$ cat config.mk
export PLATFORM = sky130hd
export DESIGN_NAME = beta_fetch_stage
export DESIGN_NICKNAME = d
export VERILOG_FILES = /design/src/rtl/beta_fetch_stage.sv
export SDC_FILE = /design/constraint.sdc
export NUM_CORES = 1
export LEC_CHECK = 0
export ABC_CLOCK_PERIOD_IN_PS = 2600
export CAP_MARGIN = 20
export CELL_PAD_IN_SITES_DETAIL_PLACEMENT = 1
export CELL_PAD_IN_SITES_GLOBAL_PLACEMENT = 1
export CORE_MARGIN = 5
export CORE_UTILIZATION = 34
export CTS_CLUSTER_SIZE = 20
export DETAILED_ROUTE_END_ITERATION = 16
export PLACE_DENSITY_LB_ADDON = 0.1
export SYNTH_ARGS = -nofsm -noshare
export SYNTH_HDL_FRONTEND = slang
export SYNTH_SLANG_ARGS = --single-unit
export TNS_END_PERCENT = 30
$ cat constraint.sdc
create_clock -name clk_i -period 2.6 [get_ports clk_i]
set_input_delay 0.26 -clock clk_i [delete_from_list [all_inputs] [get_ports clk_i]]
set_output_delay 0.26 -clock clk_i [all_outputs]
set_load 0.1 [all_outputs]
$ cat src/rtl/beta_fetch_stage.sv
// Bourbon instruction fetch stage: owns the PC and runs a single-outstanding req/gnt/rvalid fetch.
// Optional BETA_FETCH_MISALIGN_CHECK_EN: flags misaligned redirect targets and blocks fetch until fixed.
module beta_fetch_stage #(
    parameter int unsigned          DataWidth = 32,
    parameter logic [DataWidth-1:0] BootAddr  = '0
) (
    input  logic                 clk_i,
    input  logic                 rstn_i,
    input  logic                 ifs_fetch_en_i,
    output logic                 ifs_busy_o,
    input  logic                 ifs_redirect_i,
    input  logic [DataWidth-1:0] ifs_redirect_addr_i,
    output logic                 imem_req_o,
    output logic [DataWidth-1:0] imem_addr_o,
    input  logic                 imem_gnt_i,
    input  logic                 imem_rvalid_i,
    input  logic [DataWidth-1:0] imem_rdata_i,
    output logic [DataWidth-1:0] ifs_instr_o,
    output logic [DataWidth-1:0] ifs_pc_o,
    output logic                 ifs_valid_o,
    output logic                 ifs_misaligned_o
);
    localparam logic [DataWidth-1:0] NopInstr = DataWidth'(32'h0000_0013);

    typedef enum logic [1:0] {IDLE, REQ, WAIT, DISCARD} state_t;

    state_t               state_q;
    logic [DataWidth-1:0] pc_p0;
    logic [DataWidth-1:0] instr_p1;
    logic [DataWidth-1:0] pc_p1;
    logic                 vld_p1;
    logic [DataWidth-1:0] redirect_pc;
    logic                 fetch_block;

    function automatic logic [DataWidth-1:0] pc_inc(input logic [DataWidth-1:0] pc);
        return pc + DataWidth'(4);
    endfunction

    function automatic logic [DataWidth-1:0] word_align(input logic [DataWidth-1:0] a);
        return a & ~DataWidth'(3);
    endfunction

    assign redirect_pc = word_align(ifs_redirect_addr_i);

`ifdef BETA_FETCH_MISALIGN_CHECK_EN
    logic misaligned_q;

    // Sticky until an aligned redirect arrives; fetch stays parked in IDLE meanwhile.
    always_ff @(posedge clk_i or negedge rstn_i) begin
        if (!rstn_i) begin
            misaligned_q <= 1'b0;
        end else if (ifs_redirect_i) begin
            misaligned_q <= |ifs_redirect_addr_i[1:0];
        end
    end

    assign fetch_block      = misaligned_q;
    assign ifs_misaligned_o = misaligned_q;
`else
    assign fetch_block      = 1'b0;
    assign ifs_misaligned_o = 1'b0;
`endif

    // p0: PC / request stage
    assign imem_req_o  = (state_q == REQ);
    assign imem_addr_o = pc_p0;
    assign ifs_busy_o  = (state_q != IDLE);

    always_ff @(posedge clk_i or negedge rstn_i) begin
        if (!rstn_i) begin
            state_q  <= IDLE;
            pc_p0    <= BootAddr;
            instr_p1 <= NopInstr;
            pc_p1    <= '0;
            vld_p1   <= 1'b0;
        end else begin
            vld_p1 <= 1'b0;
            if (ifs_redirect_i) begin
                pc_p0 <= redirect_pc;
            end
            case (state_q)
                IDLE: begin
                    if (!ifs_redirect_i && ifs_fetch_en_i && !fetch_block) begin
                        state_q <= REQ;
                    end
                end
                REQ: begin
                    // Without gnt the request simply re-presents the (possibly redirected) PC.
                    if (imem_gnt_i) begin
                        state_q <= ifs_redirect_i ? DISCARD : WAIT;
                    end
                end
                WAIT: begin
                    if (imem_rvalid_i) begin
                        state_q <= IDLE;
                        if (!ifs_redirect_i) begin
                            instr_p1 <= imem_rdata_i;
                            pc_p1    <= pc_p0;
                            vld_p1   <= 1'b1;
                            pc_p0    <= pc_inc(pc_p0);
                        end
                    end else if (ifs_redirect_i) begin
                        state_q <= DISCARD;
                    end
                end
                DISCARD: begin
                    if (imem_rvalid_i) begin
                        state_q <= IDLE;
                    end
                end
                default: state_q <= IDLE;
            endcase
        end
    end

    // p1: capture stage presented to pip0
    assign ifs_instr_o = instr_p1;
    assign ifs_pc_o    = pc_p1;
    assign ifs_valid_o = vld_p1;

endmodule

==> metrics.log, run 1 <==
[metrics] pre-CTS WS: 0.303 ns
[metrics] clock transition time at the flip-flop clock pins of the worst setup and hold paths: 0.07 ns
[metrics] sequential-to-total area share from yosys stat: 0.566
[metrics] CTS root buf: sky130_fd_sc_hd__clkbuf_16
[metrics] Critical Path End: imem_addr_o[23]
[metrics] top cells by area, synth: sky130_fd_sc_hd__dfrtp_1 (55%), sky130_fd_sc_hd__mux2_2 (16%), sky130_fd_sc_hd__mux2i_1 (6.2%)
[metrics] H-Tree Depth: 3
[metrics] crit path DAT: 2.38 ns
[metrics] floorplan die width: 124 um
[metrics] DIE AREA: 15300 um^2
[metrics] Setup violations, final: 0
[metrics] proportion of register bits with asynchronous set or reset after synthesis: 1.00
[metrics] Max Root-Sink Buffers: 2
[metrics] Final Hold Viols: 0
[metrics] CTS buffer count: 9
[metrics] first-pass iteration count of the detailed router: 4
[metrics] Ant. Diodes: 0
[metrics] met3 capacity usage during global routing: 0.0636
[metrics] first-pass GRT wire length: 19900 um
[metrics] met1 track utilization from global routing: 0.203
[metrics] antenna viol nets, final: 0
[metrics] type of the setup path with the least slack: reg -> reg
[metrics] post-route fraction of the period consumed by the critical path: 0.815
[metrics] initial antenna violation count: 0
[metrics] synthesized netlist net count: 422
[metrics] vias in the first global route: 3744
[metrics] Synth area leader: sky130_fd_sc_hd__dfrtp_1
[metrics] I/O pins: 170
[metrics] required time of the critical path: 2.86 ns
[metrics] path type of the worst min-delay path: in -> async
[metrics] Peak Freq: 472 MHz
[metrics] sum of negative setup slack: 0 ns
[metrics] type of destination of the critical path: flip-flop
[metrics] number of vias per cell: 4.95
[metrics] fin crit period: 2.12 ns
[metrics] portion of synthesized cell area occupied by the leading cell type: 0.548
[metrics] Chip Height: 124 um
[metrics] final design utilization: 0.499
[metrics] leading cell type by number of instances after synthesis: sky130_fd_sc_hd__dfrtp_1
[metrics] final routed wirelength across all metal layers: 12600 um
[metrics] slack of the worst reg-to-reg path: 0.48 ns
[metrics] status: completed
[metrics] global route hottest layer: met2
[metrics] WL/cell: 18.1 um
[metrics] depth of the worst register-to-register path: 4
[metrics] number of DRC markers in iteration 0: 118
[metrics] GRT Residual Overflow: 0
[metrics] Worst Slack Setup Final: 0.481 ns
[metrics] area of the placeable core: 12600 um^2
[metrics] worst hold slack: 0.344 ns
[metrics] routed via count: 3452
[metrics] number of enable-type register cells in the synthesized netlist: 0
[metrics] unrepaired setup endpoints after global routing: false
[metrics] max-slew violations: 0
[metrics] clock tree from TritonCTS: built
[metrics] most used flip-flop cell after synthesis: sky130_fd_sc_hd__dfrtp_1
[metrics] detailed placer's ending HPWL: 9560 um
[metrics] I/O Buffers: 166
[metrics] global-route usage over all layers: 0.170
[metrics] largest net degree at the start of global routing: 48
[metrics] Syn Std Cell Area: 4380 um^2
[metrics] flip-flop and latch count after synthesis: 99
[metrics] synth-to-layout area growth: 43.6%
[metrics] RD Place Congestion: 0.741
[metrics] Std-Cell Rows: 41
[metrics] count of clock tree sinks: 99
[metrics] reported max-cap violation count: 0
[metrics] reg-to-reg endpoint: imem_addr_o[23]
[metrics] crit path cell chain: and4_2 -> nand4_1 -> or4_1 -> a31oi_1
[metrics] launch point of the worst reg-to-reg path: imem_addr_o[12]
[metrics] fill cell count: 1351
[metrics] maximum cell stage delay along the critical path: 0.64 ns
[metrics] post-synthesis cell count: 351
[metrics] met2 routing resource usage after global routing: 0.278
[metrics] number of design rule violations left after detail routing: 0
[metrics] initial core utilization: 0.347
[metrics] Ys Warns: 0
[metrics] ratio of cells with drive above 1 in the final layout: 0.371
[metrics] syn avg cell area: 12.5 um^2
[metrics] number of distinct library cells after synthesis: 41
[metrics] latest clock arrival within the worst-skew pair: 0.35 ns
[metrics] final-stage net count: 591
[metrics] setup fix buffers added after clock tree synthesis: 0
[metrics] worst clock skew: 0.00692 ns
[metrics] first element of the critical path: imem_addr_o[12]
[metrics] highest fanout seen on the critical path: 10
[metrics] CP Launch Type: flip-flop
[metrics] top cells by instance count after synthesis: sky130_fd_sc_hd__dfrtp_1 (96), sky130_fd_sc_hd__mux2_2 (63), sky130_fd_sc_hd__mux2i_1 (27), sky130_fd_sc_hd__nand2_1 (25), sky130_fd_sc_hd__o21ai_0 (13)
[metrics] Worst path slowest cell: sky130_fd_sc_hd__or4_1
worst min path at each step:
stage	start	endpoint	slack [ns]	cells past startpoint
global placement	rstn_i	ifs_pc_o[14]	0.17	1
global route	rstn_i	imem_addr_o[12]	0.37	2
detailed placement	rstn_i	ifs_pc_o[14]	0.18	1
CTS	rstn_i	imem_addr_o[12]	0.35	2
floorplan	rstn_i	ifs_instr_o[10]	-0.04	0
finish	rstn_i	imem_addr_o[12]	0.34	2
state kept, by name, summed over array words and instances (netlist names):
signal / flops
ifs_instr_o: 32
ifs_pc_o: 32
ifs_valid_o: 1
imem_addr_o: 32
state_q: 2
kinds of logic after synthesis:
kind of cell    Yosys count  synth area share
flops                    99             0.566
simple gates             99             0.128
fa+ha+maj                 1           0.00285
mux                      90             0.223
other cells               1          0.000855
buf+inv                  25            0.0231
xor+xnor                  8            0.0160
compound gates           28            0.0397
routing by layer:
| layer | vias to the layer above | part of all wire |
|---|---|---|
| met5 | - | 0 |
| met4 | 0 | 0.016 |
| met3 | 14 | 0.085 |
| met2 | 99 | 0.49 |
| met1 | 1734 | 0.41 |
| li1 | 1605 | - |
placed cells by master, fill, tap and decap left out, drive strengths merged, types with 6 or more instances in the layout:
cell / instances
a31oi: 6
buf: 109
clkbuf: 15
clkdlybuf4s50: 65
dfrtp: 96
inv: 8
mux2: 63
mux2i: 27
nand2: 25
nand3: 9
nand4: 10
nor2: 11
nor3: 8
nor4: 8
o21ai: 13
or4: 6
metrics by stage:
step	instance area (um^2)	std cells
after detailed placement	6010	680
after floorplan	4380	351
after global placement	6010	680
after global routing	6300	697
final	6300	697
after CTS	6300	697
repair_timing:
action                     CTS  global route
hold endpoints to repair    19             0
hold buffers                 1             0
setup endpoints to repair    0             0
resized for setup            0             0
critical path: cells and delay by family (launching register included):
family	cells	cell delay, ns
DFF	1	0.50
and+or+nand+nor	3	1.34
AOI/OAI and AO/OA	1	0.20
cell type report:
cell class / instances / area, um^2 / share of cell area
repair buffers: 175 / 1490 / 0.236
clock buffers: 15 / 268 / 0.0425
clock inverters: 1 / 7.51 / 0.00119
well taps: 172 / 215 / 0.0342
inverters: 8 / 30.0 / 0.00477
multi-input cells: 227 / 1810 / 0.287
flip-flops and latches: 99 / 2480 / 0.394
Power of run 1 is left out: the tool's default activity adds up to more than one toggle a clock period on the data nets, which glitch-free logic cannot reach.
==> inputs of run 2 (changes only) <==
Settings changed: ABC_CLOCK_PERIOD_IN_PS 2600 to 2000.
Clock period 2.6 ns to 2 ns, I/O delays scaled along.
==> run 2 against run 1 <==
Compared with the run above:
- first-iteration DRC count rose by 7.6%
- critical path depth unchanged
- die area unchanged
- non-clock buffer count rose by 13
- worst hold slack got worse by 0.027 ns
- via count up 1.9%
- global-route usage is 0.12 points higher
- setup slack worse by 0.37 ns
- utilization up 1.8 points
- register-to-register slack got worse by 0.37 ns
- final cell count grew 1.9%
- critical endpoint unchanged
==> metrics.log, run 2 (synthesized netlist as in run 1, its figures left out) <==
[metrics] maximum cell stage delay along the critical path: 0.59 ns (-0.05 ns)
[metrics] vias in the first global route: 3767 (+0.61%)
[metrics] global-route usage over all layers: 0.171 (+0.00120)
[metrics] WL/cell: 18.0 um (-0.46%)
[metrics] antenna viol nets, final: 0 (unchanged)
[metrics] unrepaired setup endpoints after global routing: false
[metrics] post-route design area: 6520 um^2 (+3.5%)
[metrics] post-route fraction of the period consumed by the critical path: 0.944 (+0.129)
[metrics] floorplan die width: 124 um (unchanged)
[metrics] H-Tree Depth: 3 (unchanged)
[metrics] final-stage net count: 604 (+2.2%)
[metrics] first-pass iteration count of the detailed router: 4 (unchanged)
[metrics] highest fanout seen on the critical path: 8 (-2)
[metrics] placed cell area: 6210 um^2 (+3.3%)
[metrics] Worst path slowest cell: sky130_fd_sc_hd__or4_4
[metrics] max-slew violations: 0 (unchanged)
[metrics] clock transition time at the flip-flop clock pins of the worst setup and hold paths: 0.07 ns (about the same)
[metrics] CTS root buf: sky130_fd_sc_hd__clkbuf_16
[metrics] initial core utilization: 0.347 (unchanged)
[metrics] type of the setup path with the least slack: reg -> reg
[metrics] final design utilization: 0.516 (+0.0175)
[metrics] first-pass GRT wire length: 20100 um (+1.2%)
[metrics] I/O Buffers: 166 (unchanged)
[metrics] status: completed
[metrics] worst hold slack: 0.317 ns (-0.0270 ns)
[metrics] most frequent cells in the layout: sky130_fd_sc_hd__buf_4 (119), sky130_fd_sc_hd__dfrtp_1 (67), sky130_fd_sc_hd__clkdlybuf4s50_1 (65)
[metrics] synth-to-layout area growth: 48.7%
[metrics] number of DRC markers in iteration 0: 127 (+7.6%)
[metrics] Chip Height: 124 um (unchanged)
[metrics] count of clock tree sinks: 99 (unchanged)
[metrics] Ant. Diodes: 0 (unchanged)
[metrics] setup fix buffers added after clock tree synthesis: 0 (unchanged)
[metrics] initial antenna violation count: 0 (unchanged)
[metrics] most common cell after layout, fill and taps aside: sky130_fd_sc_hd__buf_4
[metrics] Setup violations, final: 0 (unchanged)
[metrics] Max Root-Sink Buffers: 2 (unchanged)
[metrics] DIE AREA: 15300 um^2 (unchanged)
[metrics] area of the placeable core: 12600 um^2 (unchanged)
[metrics] clock tree from TritonCTS: built
[metrics] crit path cell chain: nand4_4 -> or4_4 -> or4_1 -> a31oi_1
[metrics] type of destination of the critical path: flip-flop
[metrics] worst clock skew: 0.00555 ns (-0.00137 ns)
[metrics] largest net degree at the start of global routing: 49 (+2.1%)
[metrics] reported max-cap violation count: 0 (unchanged)
[metrics] CP Launch Type: flip-flop
[metrics] CTS buffer count: 9 (unchanged)
[metrics] routed via count: 3517 (+1.9%)
[metrics] I/O pins: 170 (unchanged)
[metrics] RD Place Congestion: 0.749 (+1.0%)
[metrics] Final Hold Viols: 0 (unchanged)
[metrics] GRT Residual Overflow: 0 (unchanged)
[metrics] Std-Cell Rows: 41 (unchanged)
[metrics] number of vias per cell: 4.95 (about the same)
[metrics] latest clock arrival within the worst-skew pair: 0.35 ns (about the same)
[metrics] number of design rule violations left after detail routing: 0 (unchanged)
[metrics] required time of the critical path: 2.27 ns (-0.59 ns)
[metrics] final routed wirelength across all metal layers: 12800 um (+1.4%)
[metrics] path type of the worst min-delay path: in -> reg
[metrics] ratio of cells with drive above 1 in the final layout: 0.455 (+0.0840)
[metrics] fin crit period: 1.89 ns (-0.231 ns)
[metrics] detailed placer's ending HPWL: 9780 um (+2.3%)
[metrics] Peak Freq: 530 MHz (+12%)
[metrics] crit path DAT: 2.16 ns (-0.22 ns)
==> run 2: cell count changes in the layout (fill, tap and decap cells not counted), moves of 2 or more <==
cell / change
sky130_fd_sc_hd__buf_4: +12
sky130_fd_sc_hd__clkbuf_1: -4
sky130_fd_sc_hd__clkbuf_8: -2
sky130_fd_sc_hd__clkinv_2: +4
sky130_fd_sc_hd__clkinv_4: +2
sky130_fd_sc_hd__dfrtp_1: -29
sky130_fd_sc_hd__dfrtp_2: +12
sky130_fd_sc_hd__dfrtp_4: +17
sky130_fd_sc_hd__nand4_2: -2
sky130_fd_sc_hd__nand4_4: +2
sky130_fd_sc_hd__nor4_1: -2
sky130_fd_sc_hd__nor4_2: +2
==> run 2: path summary, 6_finish.rpt <==
check	start	to	slack [ns]	depth (start not counted)
max	imem_addr_o[8]	imem_addr_o[23]	0.11	4
min	ifs_redirect_i	imem_addr_o[6]	0.32	3
max reg2reg	imem_addr_o[8]	imem_addr_o[23]	0.11	4
min reg2reg	imem_addr_o[24]	imem_addr_o[24]	0.50	1
max in group asynchronous	rstn_i	ifs_instr_o[0]	1.01	3
min in group asynchronous	rstn_i	ifs_pc_o[14]	0.33	2
==> run 2: worst max-delay path, delay by kind of cell, from the launching register on <==
| kind | cells | cell delay [ns] |
|---|---|---|
| AOI/OAI and AO/OA | 1 | 0.17 |
| DFF | 1 | 0.48 |
| and+or+nand+nor | 3 | 1.16 |
==> run 2: repair_timing <==
item,CTS,global route
hold buffers,1,0
setup endpoints to repair,0,5
hold endpoints to repair,28,0
gates resized for setup,0,4
==> run 2: area by class of cell <==
| type | count | area (um^2) |
|---|---|---|
| fill | 1391 | 6100 |
| sequential | 99 | 2560 |
| multi-input combinational | 227 | 1840 |
| timing repair buffer | 188 | 1600 |
| clock buffer | 9 | 225 |
| tap | 172 | 215 |
| clock inverter | 7 | 45.0 |
| inverter | 8 | 30.0 |
==> run 2: routing by layer <==
layer  vias up  global-route usage  wire [um]
li1       1636                   -          -
met1      1763               0.202       5120
met2       106               0.282       6300
met3        12              0.0700       1170
met4         0              0.0602        194
met5         -                   0          0
==> run 2: through the flow <==
step	TNS, ns	std cells	setup slack [ns]
after floorplan	-0.412	351	-0.158
after global placement	-0.204	693	-0.100
after detailed placement	-0.580	693	-0.131
after CTS	0	710	0.0237
after global routing	0	710	0.0146
final	0	710	0.112
Power of run 2 is left out for the same reason.
